[src/rtl/des_pkg.sv]
// Shared DES datapath widths and the block-loader pairing state encoding.
package des_pkg;
  localparam int DES_BLK_W  = 64;
  localparam int DES_HALF_W = 32;

  typedef enum logic {
    S_HI = 1'b0,
    S_LO = 1'b1
  } ld_state_t;
endpackage

[src/rtl/des_block_fifo.sv]
// DEPTH x 64-bit synchronous block FIFO with wrap-around pointers and a sync clear.
module des_block_fifo
  import des_pkg::*;
#(
  parameter int DEPTH = 2
) (
  input  logic                    clk,
  input  logic                    rst_n,
  input  logic                    clr,
  input  logic                    push,
  input  logic                    pop,
  input  logic [DES_BLK_W-1:0]    din,
  output logic [DES_BLK_W-1:0]    dout,
  output logic                    full,
  output logic                    empty,
  output logic [$clog2(DEPTH):0]  level
);
  localparam int PTR_W = $clog2(DEPTH);
  localparam int LVL_W = PTR_W + 1;

  logic [DEPTH-1:0][DES_BLK_W-1:0] mem_q, mem_d;
  logic [PTR_W-1:0]                wptr_q, wptr_d, rptr_q, rptr_d;
  logic [LVL_W-1:0]                lvl_q, lvl_d;

  always_comb begin
    mem_d  = mem_q;
    wptr_d = wptr_q;
    rptr_d = rptr_q;
    lvl_d  = lvl_q;
    if (clr) begin
      wptr_d = '0;
      rptr_d = '0;
      lvl_d  = '0;
    end else begin
      if (push) begin
        mem_d[wptr_q] = din;
        wptr_d        = wptr_q + PTR_W'(1);
      end
      if (pop) rptr_d = rptr_q + PTR_W'(1);
      case ({push, pop})
        2'b10:   lvl_d = lvl_q + LVL_W'(1);
        2'b01:   lvl_d = lvl_q - LVL_W'(1);
        default: lvl_d = lvl_q;
      endcase
    end
  end

  // Storage is reset so the head reads as zero until the first block lands.
  always_ff @(posedge clk or negedge rst_n) begin
    if (!rst_n) begin
      mem_q  <= '0;
      wptr_q <= '0;
      rptr_q <= '0;
      lvl_q  <= '0;
    end else begin
      mem_q  <= mem_d;
      wptr_q <= wptr_d;
      rptr_q <= rptr_d;
      lvl_q  <= lvl_d;
    end
  end

  assign dout  = mem_q[rptr_q];
  assign full  = (lvl_q == LVL_W'(DEPTH));
  assign empty = (lvl_q == '0);
  assign level = lvl_q;
endmodule

[src/rtl/des_block_loader.sv]
// Pairs 32-bit input words into 64-bit DES blocks and queues them for the IP stage.
module des_block_loader
  import des_pkg::*;
#(
  parameter int DEPTH     = 2,
  parameter int WORD_SWAP = 0,
  parameter int CNT_W     = 16
) (
  input  logic                    clk,
  input  logic                    rst_n,
  input  logic                    sync_clr,
  input  logic                    in_valid,
  output logic                    in_ready,
  input  logic [DES_HALF_W-1:0]   in_data,
  output logic                    out_valid,
  input  logic                    out_ready,
  output logic [DES_BLK_W-1:0]    des_data,
  output logic                    half_pending,
  output logic [$clog2(DEPTH):0]  level,
  output logic [CNT_W-1:0]        blk_count
);
  ld_state_t               state_q, state_d;
  logic [DES_HALF_W-1:0]   hold_q, hold_d;
  logic [CNT_W-1:0]        cnt_q, cnt_d;
  logic [DES_BLK_W-1:0]    blk;
  logic                    fifo_full, fifo_empty;
  logic                    accept, push, pop;

  always_ff @(posedge clk or negedge rst_n) begin
    if (!rst_n) state_q <= S_HI;
    else        state_q <= state_d;
  end

  always_comb begin
    state_d = state_q;
    if (sync_clr)    state_d = S_HI;
    else if (accept) state_d = (state_q == S_HI) ? S_LO : S_HI;
  end

  // in_ready looks only at registered state: a pop this cycle does not free a slot until next cycle.
  always_comb begin
    in_ready     = (state_q == S_HI) || !fifo_full;
    half_pending = (state_q == S_LO);
  end

  always_comb begin
    accept = in_valid && in_ready;
    push   = accept && (state_q == S_LO) && !sync_clr;
    pop    = out_valid && out_ready && !sync_clr;
    hold_d = hold_q;
    if (accept && (state_q == S_HI) && !sync_clr) hold_d = in_data;
    blk    = (WORD_SWAP != 0) ? {in_data, hold_q} : {hold_q, in_data};
    cnt_d  = cnt_q;
    if (sync_clr) cnt_d = '0;
    else if (pop) cnt_d = cnt_q + CNT_W'(1);
  end

  always_ff @(posedge clk or negedge rst_n) begin
    if (!rst_n) begin
      hold_q <= '0;
      cnt_q  <= '0;
    end else begin
      hold_q <= hold_d;
      cnt_q  <= cnt_d;
    end
  end

  des_block_fifo #(.DEPTH(DEPTH)) u_fifo (
    .clk   (clk),
    .rst_n (rst_n),
    .clr   (sync_clr),
    .push  (push),
    .pop   (pop),
    .din   (blk),
    .dout  (des_data),
    .full  (fifo_full),
    .empty (fifo_empty),
    .level (level)
  );

  assign out_valid = !fifo_empty;
  assign blk_count = cnt_q;
endmodule

[config.mk]
export PLATFORM = sky130hd
export DESIGN_NAME = des_block_loader
export DESIGN_NICKNAME = d
export VERILOG_FILES = /design/src/rtl/des_pkg.sv /design/src/rtl/des_block_fifo.sv /design/src/rtl/des_block_loader.sv
export SDC_FILE = /design/constraint.sdc
export NUM_CORES = 1
export LEC_CHECK = 0
export ABC_AREA = 1
export BUFFER_PORTS_ARGS = -buffer_cell sky130_fd_sc_hd__clkbuf_2
export CAP_MARGIN = 20
export CORE_AREA = 8 8 105 155
export CTS_BUF_LIST = sky130_fd_sc_hd__clkbuf_8
export DETAILED_ROUTE_END_ITERATION = 10
export DIE_AREA = 0 0 113 163
export MAX_ROUTING_LAYER = met4
export PLACE_DENSITY = 0.81
export SETUP_SLACK_MARGIN = 0.05
export SYNTH_ARGS = -nofsm -noshare
export SYNTH_HDL_FRONTEND = slang
export SYNTH_SLANG_ARGS = --single-unit
[constraint.sdc]
create_clock -name clk -period 1.6 [get_ports clk]
set_input_delay 0.08 -clock clk [delete_from_list [all_inputs] [get_ports clk]]
set_output_delay 0.08 -clock clk [all_outputs]
set_load 0.02 [all_outputs]
### Word-level counts from Yosys, hierarchy flattened

Index checks and enable logic that the tools add are counted.

* add/subtract/negate cells: 5
* magnitude comparators: 3
* equality and inequality tests: 3
* muxes and demuxes: 16
* bitwise gates (word level): 2
* reductions and logical operators: 18

Operators by type and width (number)
* 2-to-1 mux 64 bit: 3
* bitwise mux 128 bit: 1
* demux 64 bit (select 1 bit): 1
* 2-to-1 mux 16 bit: 2
* adder 16 x 1 -> 16 bit, second input constant: 1
* logical AND 1 bit: 8
* 2-to-1 mux 1 bit: 7
* nonzero test 2 bit: 3
* == test 2 bit, second input constant: 2
* < comparator 1 x 2 -> 1 bit, second input constant: 2
* case mux 2 bit (2 select lines): 1
* zero test 1 bit: 3
* nonzero test 3 bit: 1
* adder 1 bit, second input constant: 2
* adder 2 x 1 -> 2 bit, second input constant: 1
* == test 2 x 1 -> 1 bit, second input constant: 1
* zero test 2 bit: 1
* 2-to-1 mux 2 bit: 1
* NOT 1 bit: 2
* AND reduction 2 bit: 1
* subtractor 2 x 1 -> 2 bit, second input constant: 1
* greater-or-equal comparator 1 bit, second input constant: 1
* logical OR 1 bit: 1

* register bits: 181
* bits of input ports: 37
* output and inout port bits: 85
* word-level logic and storage cells: 55

### Depth between registers and ports, before layout

Gate-level depths: netlist (run 1).

* word-level depth: 9
* depth in mapped cells: 10
* depth with buffers taken out: 10

### Cells and area by module

From an unflattened synthesis (run 1), not the netlist that was laid out.

* cell total of the unflattened synthesis: 786
* area, all modules: 8037.7 um^2

By module, submodules not included
* des_block_fifo: instances 1, cells an instance 578, area an instance 5774.3 um^2, sequential area each 3303.2 um^2
* des_block_loader: instances 1, cells an instance 208, area an instance 2263.4 um^2, sequential area each 1226.2 um^2

### Worst setup path after synthesis (run 1)

Ideal clock, no wire load.

* path kind: flip-flop to flip-flop
* start point: reg u_fifo.lvl_q[0] (netlist: u_fifo.level[0])
* end point: reg u_fifo.mem_q[78] in the netlist's numbering
* setup time: 0.122 ns
* arrival time: 1.327 ns
* required time: 1.478 ns
* path slack: 0.151 ns
* cell stages (with the launch flop): 10
* path buffers: 2
* clock period less this slack: 1.449 ns
* cell sequence: dfrtp_1 -> inv_2 -> nand2_4 -> nand3_4 -> nor2_2 -> nand2_1 -> buf_4 -> buf_2 -> nand2_1 -> o21ai_1

* word-level cells in the longest chain between the ends: 7

RTL lines
* start: declaration: RTL line des_block_fifo.sv:23 `logic [LVL_W-1:0] lvl_q, lvl_d;`
* start signal: assignment: RTL line des_block_fifo.sv:59 `lvl_q <= lvl_d;`
* == test 2 bit: RTL line des_block_fifo.sv:64 `assign full = (lvl_q == LVL_W'(DEPTH));`
* zero test 1 bit: RTL line des_block_loader.sv:42 `in_ready = (state_q == S_HI) || !fifo_full;`
* logical OR 1 bit: RTL line des_block_loader.sv:42
* logical AND 1 bit: RTL line des_block_loader.sv:47 `accept = in_valid && in_ready;`
* logical AND 1 bit (2 in series): RTL line des_block_loader.sv:48 `push = accept && (state_q == S_LO) && !sync_clr;`
* AND reduction 2 bit (no line)
* end signal: assignment: RTL line des_block_fifo.sv:56 `mem_q <= mem_d;`
* end: declaration: RTL line des_block_fifo.sv:21 `logic [DEPTH-1:0][DES_BLK_W-1:0] mem_q, mem_d;`

Every way passes these cells.
A chain may end at the register's enable or synchronous reset.

### Worst setup path in the final report (run 1)

* start point: reg u_fifo.rptr_q
* end point: out des_data[28]

* word-level cells in the longest chain between the ends: 2

RTL lines
* start: declaration: RTL line des_block_fifo.sv:22 `logic [PTR_W-1:0] wptr_q, wptr_d, rptr_q, rptr_d;`
* start signal: assignment: RTL line des_block_fifo.sv:58 `rptr_q <= rptr_d;`
* 2-to-1 mux 64 bit (implied by the code) (2 in series): RTL line des_block_fifo.sv:63 `assign dout = mem_q[rptr_q];`
* end: declaration: RTL line des_block_loader.sv:17 `output logic [DES_BLK_W-1:0] des_data,`

Every way passes these cells. The select of a mux whose other input is x is not followed.

==> results.toml, run 1 <==
[synth]
yosys_warnings = 0
synth_top_flop_cell = "dfrtp_1"
synth.distinct_cells = 32
syn_area_sq_um = 8140
synth_most_common_cell = "nand2_1"
synth.area.top_cells = "dfrtp_1 (56%), nand2_1 (19%), o21ai_1 (5.0%)"
yosys.area.top_type_share = 0.557
synthCells = 961
synth_seq_cells = 181
synth_edf_count = 0
synth_commonest_cells = "nand2_1 (413), dfrtp_1 (181), inv_1 (90)"
synthArstFlopShare = 1.00
synth_top_area_cell = "dfrtp_1"
synth_nets = 999
ys_seq_area_frac = 0.557
postSynthAreaPerCell_sq_um = 8.47

[flow_run]
maxCapViolCount = 0

[timing]
tightestPinTransition_ns = 0.394
fin_skew_ns = 0.0155
finalSetupViolations = 64
period_share = 1.06
slew_headroom = 0.737
setup_ws_ns = -0.104
drv_slew = 0
setup_tns_ns = -3.34
finalHoldViolCount = 0
rsz0062_at_grt = "true"
clock.fmax_mhz = 587
min_period_ns = 1.70

[clock_tree]
cts_root_buf = "clkbuf_8"
cts_buffers = 17
path_clk_slew_ns = 0.09
cts_tree = "done"
clock_sinks = 181
clk_latency_ns = 0.47
clock_path_buffers = 2
htreeDepth = 4

[grt]
grt.total_usage = 0.258
grt_first_pass_wirelength_microns = 36800
grt_max_degree = 75
antenna_found_initial = 0
grt_overflow = 0
grt_pass1_vias = 7496

[status]
outcome = "complete, but fails checks"
violations = "negative setup slack"

[floorplan]
initial_utilization = 0.584
num_rows = 53
die-area_sq_um = 18400
core_sq_um = 13900
fp.dieH_microns = 163
die_x_microns = 113
io-pin-count = 122

[drt]
wl_microns = 25400
drc = 0
num_vias = 7483
antenna_left = 0
wl_per_cell_microns = 19.6
drt_iter0_markers = 631
viasPerCell = 5.76
first_pass_iters = 6

[cells_and_area]
nets = 1159
fin_area_sq_um = 10900
drive_above_1_share = 0.316
diodes = 0
area_growth_pct = 34.2

[power_and_ir_drop]
fin_total_pwr_mw = 19.2
ir_drop_mv = 1.01
leakage_nw = 5.58
power_density_nw_per_um2 = 1750

[placed_design]
placed_cell_area_sq_um = 8870
dp_hpwl_microns = 12600
portBuffers = 121
place_congestion = 0.820

[critical_path]
worstSetupStartpoint = "u_fifo.rptr_q"
startpoint_type = "register"
cp.arrival_ns = 1.62
worstPathRequired_ns = 1.52
r2r-start = "u_fifo.level[0]"
path_class = "register to primary output"
endpoint_kind = "primary output"
critPathMaxFanout = 7

[worst_hold_path]
hp-class = "input port to async pin"
==> report_power, final <==
group	internal, mW	switching [mW]
Combinational	4.22	4.92
Clock	1.28	1.73
Sequential	5.92	1.08
==> per-stage QoR <==
stage	utilization	std cells	setup slack (ns)	hold slack, ns
after floorplan	-	961	0.151	-0.216
after global placement	0.637	1213	0.160	-0.0585
after detailed placement	0.637	1213	0.0521	-0.0532
after CTS	0.753	1295	-0.132	0.0488
after global routing	0.784	1299	-0.169	0.0681
final	0.784	1299	-0.104	0.0354
==> flip-flops by register name, summed over array words and instances (netlist names) <==
name and cells:
u_fifo.mem_q 128, hold_q 32, blk_count 16, u_fifo.level 2, half_pending 1, u_fifo.rptr_q 1, u_fifo.wptr_q 1
==> cells by family after synthesis <==
group | share of synthesized area
simple gates | 0.224
buf+inv | 0.0853
xor+xnor | 0.00108
compound gates | 0.131
flops | 0.557
fa+ha+maj | 0.00154
==> metal layers <==
layer / up-vias / GRT usage / share of wire
li1: 3320 / - / -
met1: 3630 / 0.288 / 0.37
met2: 416 / 0.438 / 0.51
met3: 117 / 0.0460 / 0.070
met4: 0 / 0.124 / 0.051
met5: - / - / 0
==> placed cells by master, fill, tap and decap left out, types with 2 or more instances in the layout <==
cell type,count
buf_6,12
clkbuf_16,4
clkbuf_8,34
o21ai_0,37
buf_16,7
nor2_2,2
o21ai_1,81
clkbuf_2,56
buf_8,40
a31oi_1,2
nand2_1,305
inv_6,3
buf_12,10
dlygate4sd3_1,35
nand4_1,6
nand2_4,21
buf_4,10
o21ai_2,47
nand3_1,9
clkinv_2,3
inv_1,89
clkinvlp_4,5
inv_2,2
a21oi_1,3
nor2_4,2
dfrtp_1,180
nor2_1,18
nor3_1,4
nand2_2,90
clkinv_4,2
==> critical path, stage by stage, from the launching register on <==
cell       delay [ns]
dfrtp_2          0.48
inv_8            0.10
buf_6            0.13
clkbuf_16        0.17
nand2_1          0.06
nand2_1          0.09
buf_6            0.13
==> worst paths after layout <==
check | end | slack, ns | cells after the start
setup / recovery | des_data[28] | -0.10 | 6
hold / removal | u_fifo.mem_q[38] | 0.04 | 2
setup reg to reg | u_fifo.mem_q[4] | 0.08 | 8
hold reg to reg | hold_q[16] | 0.49 | 2
max in group asynchronous | hold_q[24] | 0.91 | 3
min in group clk | blk_count[4] | 0.06 | 5
==> layout make-up <==
class / count / area [sq um]
Inverter: 92 / 353
Multi-Input combinational cell: 638 / 3290
Tap cell: 165 / 206
Clock buffer: 18 / 248
Clock inverter: 14 / 126
Fill cell: 802 / 3010
Sequential cell: 181 / 4530
Timing Repair Buffer: 191 / 2160
==> repair_timing <==
item,4_1_cts,5_1_grt
gates resized for setup,163,155
setup buffers,10,3
endpoints found under the hold margin,280,0
pin swaps,9,33
cloned,6,4
hold buffers,35,0
endpoints found under the setup margin,66,105
Power figures use the tool's default switching activity.
==> run 2, diff against run 1 <==
--- a/config.mk
+++ b/config.mk
@@ -12,7 +12,6 @@
 export CTS_BUF_LIST = sky130_fd_sc_hd__clkbuf_8
 export DETAILED_ROUTE_END_ITERATION = 10
 export DIE_AREA = 0 0 113 163
-export MAX_ROUTING_LAYER = met4
 export PLACE_DENSITY = 0.81
 export SETUP_SLACK_MARGIN = 0.05
 export SYNTH_ARGS = -nofsm -noshare
==> run 2 against run 1 <==
  * The flow still finishes with violations (negative setup slack)
  * Via count grew 1.1%
  * Sequential power is essentially flat
  * Critical path depth is the same
  * Final cell count is the same
  * Die area is the same
  * Critical path type unchanged
  * Critical endpoint is now des_data[27]
  * Largest power group unchanged
==> results.toml, run 2 (synthesized netlist as in run 1, its figures left out) <==
[timing]
setup_tns_ns = -3.88
rsz0062_at_grt = "true"
finalHoldViolCount = 0
min_period_ns = 1.70
clock.fmax_mhz = 590
period_share = 1.06
drv_slew = 0
setup_ws_ns = -0.0956
finalSetupViolations = 64
fin_skew_ns = 0.0153
hold_ws_ns = 0.0318
slew_headroom = 0.741
tightestPinTransition_ns = 0.388

[clock_tree]
cts_buffers = 17
clk_latency_ns = 0.47
cts_root_buf = "clkbuf_8"
cts_tree = "done"
clock_sinks = 181
htreeDepth = 4
path_clk_slew_ns = 0.10
clock_path_buffers = 2

[floorplan]
num_rows = 53
initial_utilization = 0.584
fp.dieH_microns = 163
io-pin-count = 122
die-area_sq_um = 18400
core_sq_um = 13900
die_x_microns = 113

[cells_and_area]
mostFrequentLayoutCells = "nand2_1 (296), dfrtp_1 (180), nand2_2 (91)"
diodes = 0
drive_above_1_share = 0.324
largest_reg_flops = 128
nets = 1159
multi_input_area_sq_um = 3360
seq_area_sq_um = 4530
layout_commonest_cell = "nand2_1"
area_growth_pct = 35.0
fin_area_sq_um = 11000
nFillCells = 787
regMostFlops = "u_fifo.mem_q"

[status]
violations = "negative setup slack"
outcome = "complete, but fails checks"

[drt]
viasPerCell = 5.82
drc = 0
wl_microns = 25500
num_vias = 7563
first_pass_iters = 6
wl_per_cell_microns = 19.6
antenna_left = 0
drt_iter0_markers = 712

[critical_path]
rr_endpoint = "u_fifo.mem_q[4]"
crit_slowest_cell = "dfrtp_2"
startpoint_type = "register"
rrSetupSlack_ns = 0.08
critPathMaxFanout = 7
r2r-start = "u_fifo.level[0]"
path_class = "register to primary output"
max_stage_delay_ns = 0.48
cp.arrival_ns = 1.62
crit_path_cell_trace = "inv_8 -> buf_8 -> buf_16 -> nand2_2 -> nand2_2 -> buf_8"
worstRegToRegCells = 8
endpoint_kind = "primary output"
worstPathRequired_ns = 1.52

[placed_design]
placed_cell_area_sq_um = 8870
portBuffers = 121
dp_hpwl_microns = 12600
place_congestion = 0.808

[grt]
grt_overflow = 0
grt_first_pass_wirelength_microns = 36700
grt_max_degree = 75
grt.total_usage = 0.250
antenna_found_initial = 0
grt_pass1_vias = 7479

[power_and_ir_drop]
power_density_nw_per_um2 = 1760
ir_drop_mv = 1.01
leakage_nw = 5.60
fin_total_pwr_mw = 19.3

[flow_run]
maxCapViolCount = 0

[worst_hold_path]
hp-class = "input port to async pin"
## run 2: power breakdown
| part | switching, mW | internal, mW | total (mW) |
|---|---|---|---|
| combinational | 5.00 | 4.29 | 9.29 |
| sequential | 1.09 | 5.92 | 7.01 |
| clock | 1.76 | 1.28 | 3.04 |
## run 2: critical path: cells and delay by family (launching register included)
kind          cells  cell delay [ns]
simple gates      2             0.16
buf+inv           4             0.49
flops             1             0.48
## run 2: metrics by stage
stage	util	setup WS, ns	std cells
after floorplan	-	0.151	961
after global placement	0.637	0.160	1213
after detailed placement	0.637	0.0521	1213
after CTS	0.753	-0.132	1295
after global routing	0.789	-0.138	1299
final	0.789	-0.0956	1299
## run 2: repair_timing
action                     in CTS  in global routing
resized for setup             163                173
hold endpoints to repair      280                  0
hold buffers                   35                  0
pin swaps                       9                 35
cloned                          6                  4
setup endpoints to repair      66                105
setup buffers                  10                  3
## run 2: how the worst max path moves through the flow
| stage | depth (start not counted) | start | to |
|---|---|---|---|
| finish | 6 | u_fifo.rptr_q | des_data[27] |
| global route | 6 | u_fifo.rptr_q | des_data[28] |
| CTS | 6 | u_fifo.rptr_q | des_data[27] |
| detailed placement | 8 | u_fifo.level[0] | u_fifo.mem_q[4] |
| global placement | 7 | u_fifo.level[1] | u_fifo.mem_q[7] |
| floorplan | 9 | u_fifo.level[0] | u_fifo.mem_q[78] |
## run 2: routing by layer
layer,vias to the layer above,part of all wire,global-route usage
li1,3321,-,-
met1,3703,0.36,0.283
met2,428,0.52,0.436
met3,111,0.075,0.0557
met4,0,0.047,0.122
met5,-,0,0
## run 2: layout make-up
cell class,instances,area share
Timing Repair Buffer,191,0.197
Multi-Input combinational cell,638,0.306
Clock buffer,18,0.0226
Tap cell,165,0.0188
Sequential cell,181,0.413
Inverter,92,0.0321
Clock inverter,14,0.0115
==> run 3, diff against run 2 <==
--- a/config.mk
+++ b/config.mk
@@ -8,11 +8,11 @@
 export ABC_AREA = 1
 export BUFFER_PORTS_ARGS = -buffer_cell sky130_fd_sc_hd__clkbuf_2
 export CAP_MARGIN = 20
-export CORE_AREA = 8 8 105 155
+export CORE_AREA = 8 8 102 150
 export CTS_BUF_LIST = sky130_fd_sc_hd__clkbuf_8
 export DETAILED_ROUTE_END_ITERATION = 10
-export DIE_AREA = 0 0 113 163
-export PLACE_DENSITY = 0.81
+export DIE_AREA = 0 0 110 158
+export PLACE_DENSITY = 0.86
 export SETUP_SLACK_MARGIN = 0.05
 export SYNTH_ARGS = -nofsm -noshare
 export SYNTH_HDL_FRONTEND = slang
==> constraint.sdc (replaced) <==
create_clock -name clk -period 2.1 [get_ports clk]
set_input_delay 0.105 -clock clk [delete_from_list [all_inputs] [get_ports clk]]
set_output_delay 0.105 -clock clk [all_outputs]
set_load 0.02 [all_outputs]
==> run 3 against run 2 <==
  * The run now ends clean
  * Largest power group is now sequential cells
  * Die area shrank 5.6%
  * Sequential power shrank 27%
  * Critical endpoint is now des_data[3]
  * Core utilization shrank 6.2 points
  * Largest cell class unchanged
  * Critical path depth shrank 1
  * Flip-flop and latch count is the same
  * Combinational power shrank 54%
  * Sequential share of layout area grew 6.0 points
  * Clock skew shrank 0.0023 ns
  * Clock power shrank 14%
  * Global-route usage shrank 1.9 points
==> results.toml, run 3 (synthesized netlist as in run 1, its figures left out) <==
[status]
outcome = "finished clean"

[critical_path]
cp_common_cell = "nand2_1"
path_buf_inv = 3
crit_path_cell_trace = "inv_2 -> buf_4 -> nand2_1 -> nand2_1 -> clkbuf_2"
max_stage_delay_ns = 0.44
critPathMaxFanout = 41
r2r-start = "u_fifo.level[0]"
worstRegToRegCells = 8
crit_family = "buffers and inverters"
crit_slowest_cell = "dfrtp_2"
worstPathRequired_ns = 2.00
endpoint_kind = "primary output"
cp.arrival_ns = 1.78
startpoint_type = "register"
path_class = "register to primary output"
rr_endpoint = "u_fifo.mem_q[111]"
rrSetupSlack_ns = 0.40

[placed_design]
place_congestion = 0.856
portBuffers = 121
post-place-ws_ns = 0.440
dp_hpwl_microns = 12000

[timing]
drv_slew = 0
slew_headroom = 0.624
finalSetupViolations = 0
finalHoldViolCount = 0
fin_skew_ns = 0.0129
min_period_ns = 1.88
setup_ws_ns = 0.217
tightestPinTransition_ns = 0.565
rsz0062_at_grt = "false"
period_share = 0.897
clock.fmax_mhz = 531
hold_ws_ns = 0.113
setup_tns_ns = 0

[floorplan]
die_x_microns = 110
core_sq_um = 13200
fp.dieH_microns = 158
io-pin-count = 122
initial_utilization = 0.616
die-area_sq_um = 17400
num_rows = 52

[clock_tree]
cts_resized = 0
htreeDepth = 4
clk_latency_ns = 0.45
cts_hold_buf = 35
cts_root_buf = "clkbuf_8"
postCtsSetupBuffers = 0
clock_sinks = 181
cts_tree = "done"
cts_buffers = 17
path_clk_slew_ns = 0.09
clock_path_buffers = 2

[cells_and_area]
layout_commonest_cell = "nand2_1"
drive_above_1_share = 0.203
area_growth_pct = 17.9
nFillCells = 942
regMostFlops = "u_fifo.mem_q"
largest_reg_flops = 128
mostFrequentLayoutCells = "nand2_1 (411), dfrtp_1 (180), clkbuf_2 (120)"
diodes = 0
nets = 1136

[power_and_ir_drop]
leakage_nw = 5.18
ir_drop_mv = 0.799
power_density_nw_per_um2 = 1250

[worst_hold_path]
min_to = "blk_count[4]"
min_path_cells = 5
worstHoldStart = "out_ready"
hp-class = "input port to register"

[grt]
grt_pass1_vias = 6623
grt_overflow = 0
grt_max_degree = 65
grt_first_pass_wirelength_microns = 31800
antenna_found_initial = 0
grt.total_usage = 0.231

[drt]
wl_microns = 19000
antenna_left = 0
first_pass_iters = 5
drt_iter0_markers = 573
viasPerCell = 5.34
drc = 0
wl_per_cell_microns = 15.0
num_vias = 6791

[flow_run]
maxCapViolCount = 0
## run 3: changes by cell type in the layout (fill, tap and decap cells not counted), moves of 4 or more
| cell | before | now |
|---|---|---|
| buf_6 | 12 | 1 |
| nand2_2 | 91 | 1 |
| clkbuf_8 | 33 | 18 |
| clkbuf_2 | 56 | 120 |
| buf_16 | 7 | 0 |
| nand2_1 | 296 | 411 |
| clkbuf_16 | 4 | 0 |
| nand2_4 | 29 | 4 |
| buf_8 | 41 | 0 |
| buf_4 | 10 | 5 |
## run 3: metrics by stage
stage,power [mW],instance area (sq um),instances,utilization
6_report,12.0,9590,1272,0.726
5_1_grt,12.8,9590,1272,0.726
4_1_cts,12.1,9590,1272,0.726
3_5_place_dp,9.39,8800,1206,0.666
3_3_place_gp,9.25,8800,1206,0.666
2_1_floorplan,7.96,8140,961,-
## run 3: power breakdown
| part | internal (mW) | total [mW] | switching [mW] |
|---|---|---|---|
| combinational | 1.45 | 4.31 | 2.86 |
| sequential | 4.51 | 5.11 | 0.609 |
| clock | 1.34 | 2.60 | 1.26 |
| total | 7.30 | 12.0 | 4.73 |
## run 3: how the worst max path moves through the flow
stage               startpoint                end  slack, ns  cells after the start
2_1_floorplan  u_fifo.level[0]   u_fifo.mem_q[78]       0.65                      9
3_3_place_gp   u_fifo.level[0]  u_fifo.mem_q[100]       0.54                      8
3_5_place_dp   u_fifo.level[0]   u_fifo.mem_q[65]       0.44                      8
4_1_cts          u_fifo.rptr_q       des_data[34]       0.21                      5
5_1_grt          u_fifo.rptr_q        des_data[3]       0.13                      5
6_report         u_fifo.rptr_q        des_data[3]       0.22                      5
## run 3: tightest hold or removal path: stages
cell and delay, ns:
clkbuf_2 0.11, nand2_4 0.13, nor3_4 0.06, nand2_1 0.06, a21oi_1 0.06
## run 3: routing by layer
layer  global-route usage  vias to the layer above  wire [microns]  part of all wire
li1                     -                     3274               -                 -
met1                0.300                     3234            7810              0.41
met2                0.374                      255            9530              0.50
met3               0.0432                       28            1330             0.070
met4               0.0833                        0             377             0.020
met5                    0                        -               0                 0
## run 3: area by class of cell
class                   count  area [sq um]  share of cell area
flip-flops and latches    181          4530               0.472
multi-input cells         638          2930               0.305
repair buffers            168          1140               0.119
inverters                  92           345              0.0360
clock buffers              18           248              0.0258
well taps                 162           203              0.0211
clock inverters            13           196              0.0205
